## config.mk

```make
export PLATFORM = sky130hd
export DESIGN_NAME = hilo_writeback
export DESIGN_NICKNAME = d
export VERILOG_FILES = /design/src/rtl/hilo_writeback.sv
export SDC_FILE = /design/constraint.sdc
export NUM_CORES = 1
export LEC_CHECK = 0
export BUFFER_PORTS_ARGS = -buffer_cell sky130_fd_sc_hd__buf_2
export CAP_MARGIN = 20
export CORE_ASPECT_RATIO = 2
export CORE_MARGIN = 3
export CORE_UTILIZATION = 46
export CTS_CLUSTER_DIAMETER = 60
export DETAILED_ROUTE_END_ITERATION = 10
export PLACE_DENSITY = 0.83
export SLEW_MARGIN = 30
export SYNTH_ARGS = -nofsm -noshare
export SYNTH_HDL_FRONTEND = slang
export SYNTH_SLANG_ARGS = --single-unit
```

## constraint.sdc

```tcl
create_clock -name clk -period 1.9 [get_ports clk]
set_clock_uncertainty 0.1 [all_clocks]
set_input_delay 0.19 -clock clk [delete_from_list [all_inputs] [get_ports clk]]
set_output_delay 0.19 -clock clk [all_outputs]
set_load 0.05 [all_outputs]
```

## src/rtl/hilo_writeback.sv

```systemverilog
// HI/LO architectural registers with multiply-completion capture, MF/MT service and hazard stall.
// Optional macro HILO_FWD_EN: forward mul_hi/mul_lo to MF reads in the completion cycle.
module hilo_writeback #(
    parameter int WIDTH       = 32,
    parameter int MUL_LATENCY = 1
) (
    input  logic             clk,
    input  logic             resetn,
    input  logic             mul_start,
    input  logic             squashn,
    input  logic [WIDTH-1:0] mul_hi,
    input  logic [WIDTH-1:0] mul_lo,
    input  logic             mf_req,
    input  logic             mf_sel,
    input  logic             mt_we,
    input  logic             mt_sel,
    input  logic [WIDTH-1:0] mt_data,
    output logic [WIDTH-1:0] rd_data,
    output logic [WIDTH-1:0] hi_q,
    output logic [WIDTH-1:0] lo_q,
    output logic             busy,
    output logic             stall
);

    localparam logic [2:0] LAT = 3'(MUL_LATENCY);

    logic [2:0]       r_cnt;
    logic [WIDTH-1:0] r_hi;
    logic [WIDTH-1:0] r_lo;

    logic w_busy;
    logic w_accept;
    logic w_complete;
    logic w_fwd;
    logic w_mf_unserved;
    logic w_mt_write;

    assign w_busy     = (r_cnt != 3'd0);
    assign w_accept   = mul_start & squashn & ~w_busy;
    assign w_complete = (r_cnt == 3'd1);
    assign w_mt_write = mt_we & ~w_busy;

`ifdef HILO_FWD_EN
    assign w_fwd = w_complete;
`else
    assign w_fwd = 1'b0;
`endif

    assign w_mf_unserved = mf_req & w_busy & ~w_fwd;
    assign stall         = w_busy & (mul_start | mt_we | w_mf_unserved);
    assign busy          = w_busy;
    assign hi_q          = r_hi;
    assign lo_q          = r_lo;

    always_comb begin
        rd_data = mf_sel ? r_hi : r_lo;
        if (w_fwd) begin
            rd_data = mf_sel ? mul_hi : mul_lo;
        end
    end

    // Counter only loads on accept, which requires idle, so it never wraps.
    always_ff @(posedge clk or negedge resetn) begin
        if (!resetn) begin
            r_cnt <= 3'd0;
        end else if (w_accept) begin
            r_cnt <= LAT;
        end else if (w_busy) begin
            r_cnt <= r_cnt - 3'd1;
        end
    end

    // Capture and MT are mutually exclusive: MT only writes when idle.
    always_ff @(posedge clk or negedge resetn) begin
        if (!resetn) begin
            r_hi <= '0;
            r_lo <= '0;
        end else if (w_complete) begin
            r_hi <= mul_hi;
            r_lo <= mul_lo;
        end else if (w_mt_write) begin
            if (mt_sel) begin
                r_hi <= mt_data;
            end else begin
                r_lo <= mt_data;
            end
        end
    end

endmodule

```

==> summary.md <==
| Metric | Value |
|---|---|
| Critical path peak fanout | `5` |
| Distinct cells, synth | `21` |
| Vias in the first global route | `around 3700` |
| R2R setup slack | `-0.006 ns` |
| Met3 Use GR | `4.62%` |
| Worst slew margin | `between 50 and 60%` |
| Reg2Reg Depth | `8` |
| Grt met2 use | `around 45%` |
| Final wirelength | `about 13 mm` |
| Starting DRT DRC Count | `between 150 and 200` |
| Max_cap viols | `0` |
| Die X | `about 70 um` |
| DIE HEIGHT | `between 100 and 150 um` |
| Die area | `about 9500 um^2` |
| Kind of critical path | `flip-flop to flip-flop` |
| Slew Limit Fails | `0` |
| DP Cell Count | `631` |
| Commonest non-fill, non-tap cell in the layout | `buf_2` |
| Synth-to-Final Area Change | `47.1%` |
| Fin. Hold Viols | `0` |
| Hold crit path type | `primary input to flip-flop` |
| Syn Area/Cell | `11.2 um^2` |
| Failing checks | `setup timing` |
| GPL Wtd Cong | `0.872` |
| Synth Register Bits | `67` |
| Sequential fraction of the synthesis area | `a little over two fifths` |
| Core Region | `8000 um^2` |
| Syn nets | `approximately 450` |
| Fmax | `around 0.52 GHz` |
| Outcome | `complete, but fails checks` |
| Num rows | `46` |
| Clk_lat worst skew | `0.33 ns` |
| GRT overflow | `0` |
| Layout cells sized above 1 | `between 60% and 70%` |
| Sink Count | `67` |
| Gr usage total | `between 20% and 30%` |
| DR vias | `between 3000 and 4000` |
| Hold slack final | `0.0261 ns` |
| Met1 global-route usage | `between 20% and 30%` |
| Critical Path RT | `2.01 ns` |
| DRC violations left | `0` |
| HP Start | `mt_data[6]` |
| Post-DR vias/cell | `5.43` |
| Arrival time at the worst endpoint | `between 2 and 2.5 ns` |
| Type of origin of the critical path | `flip-flop` |
| First-pass GRT wire length | `18.1 mm` |
| CTS clock-pin slew for the worst setup and hold paths | `about 0.05 ns` |
| Num CTS Buffers | `9` |
| Pre-antenna DRT Iters | `7` |
| Setup TNS | `-0.0120 ns` |
| Unrepaired setup endpoints after global routing | `yes` |
| Final worst setup slack | `-0.00594 ns` |
| CTS tree | `done` |
| Num ports | `a little over 200` |
| Crit end category | `flip-flop` |
| NumNets Final | `between 600 and 700` |
| Cells after Synth | `340` |
| IO Port Bufs | `about 200` |
| Tmin final | `around 1.9 ns` |
| Reg2reg end | `lo_q[17]$_DFFE_PN0P_` |
| DR WL/cell | `roughly 19 um` |
| Final period util | `100%` |
| Setup slack at placement | `-0.0137 ns` |
| Mapped cell area | `roughly 3800 um^2` |
| Hold Path Cell Cnt | `3` |
| Least-Margin Pin Slew | `0.634 ns` |
| HPWL after DPL | `8.89 mm` |
| Endpoints failing setup | `3` |
| Launch point of the worst reg-to-reg path | `r_cnt[1]$_DFFE_PN0P_` |
| Largest net degree at the start of global routing | `33` |
| Warnings, synthesis | `0` |
| Most frequent cells in the layout | `buf_2, dfrtp_1, nand2_1` |
| CTS root buf | `clkbuf_16` |
| Finished Layout Cells | `661` |
| Worst hold path endpoint | `hi_q[6]$_DFFE_PN0P_` |
| Detail Route Antenna Nets | `0` |
| Initial core utilization | `between 40 and 50%` |
| H-tree levels | `3` |
| Crit path from | `r_cnt[1]$_DFFE_PN0P_` |
| Max clock buf depth | `2` |
| GRT busiest layer | `met2` |
| Antenna violations before repair | `1` |
-- synthesized netlist by cell type (all sizes together) --
library cell | number | area, um^2
nor3 | 1 | 5.00
nand3 | 3 | 15.0
inv | 4 | 15.0
dfrtp | 67 | 1680
buf | 21 | 146
mux2 | 94 | 1260
a31oi | 33 | 206
o21ai | 4 | 23.8
and3 | 2 | 12.5
nand4b | 1 | 8.76
a21oi | 1 | 5.00
ha | 3 | 37.5
nand2b | 1 | 13.8
nor2 | 34 | 128
nand2 | 66 | 248
clkbuf | 5 | 18.8
-- routing by layer --
layer,share of wire [%],vias to the layer above
met5,0,-
met4,5.0,0
li1,-,1629
met3,6.1,50
met1,33,1717
met2,55,196
-- worst max-delay path by stage --
stage | to | slack, ns | cells past startpoint
6_report | lo_q[17]$_DFFE_PN0P_ | -0.006 | 8
2_1_floorplan | stall | 0.03 | 5
3_3_place_gp | lo_q[31]$_DFFE_PN0P_ | 0.1 | 5
4_1_cts | lo_q[31]$_DFFE_PN0P_ | -0.0001 | 7
3_5_place_dp | hi_q[9]$_DFFE_PN0P_ | -0.01 | 8
5_1_grt | lo_q[8]$_DFFE_PN0P_ | -0.04 | 8
-- flip-flops by register name, indices dropped and copies added (netlist names) --
name and cells:
hi_q 32, lo_q 32, r_cnt 3
-- critical path, stage by stage, from the launching register on --
cell	delay [ns]
dfrtp_1	0.40
inv_2	0.09
ha_4	0.15
ha_4	0.15
nand2_4	0.06
o21ai_4	0.21
buf_12	0.17
clkbuf_16	0.15
mux2_4	0.30
-- cell families after synthesis --
group	share of synthesized area, %
adder cells (fa/ha/maj)	0.982
buffers and inverters	4.72
AND/OR/NAND/NOR	11.3
flip-flops	43.9
multiplexers	33.0
AO/OA/AOI/OAI	6.16
-- stage by stage --
step | cell area (um^2) | utilization [%]
final | 5620 | 70.3
after global routing | 5620 | 70.3
after CTS | 5370 | 67.1
after detailed placement | 5010 | 62.7
after global placement | 5010 | 62.7
after floorplan | 3820 | -
-- layout make-up --
type | count | area [um^2]
timing repair buffer | 234 | 1520
tap | 96 | 120
multi-input combinational | 243 | 2010
fill | 562 | 2380
antenna | 1 | 2.50
inverter | 4 | 15.0
clock inverter | 2 | 10.0
clock buffer | 14 | 264
sequential | 67 | 1680
-- repair_timing --
| action | 4_1_cts | 5_1_grt |
|---|---|---|
| endpoints found under the setup margin | 15 | 48 |
| endpoints found under the hold margin | 22 | 0 |
| pin swaps | 0 | 3 |
| resized for setup | 14 | 10 |
| gates cloned | 1 | 7 |
| hold buffers | 1 | 0 |
| setup buffers | 0 | 4 |
Power is not shown: default switching activity piles up to over one toggle a cycle in this logic, so the estimate is an artifact.
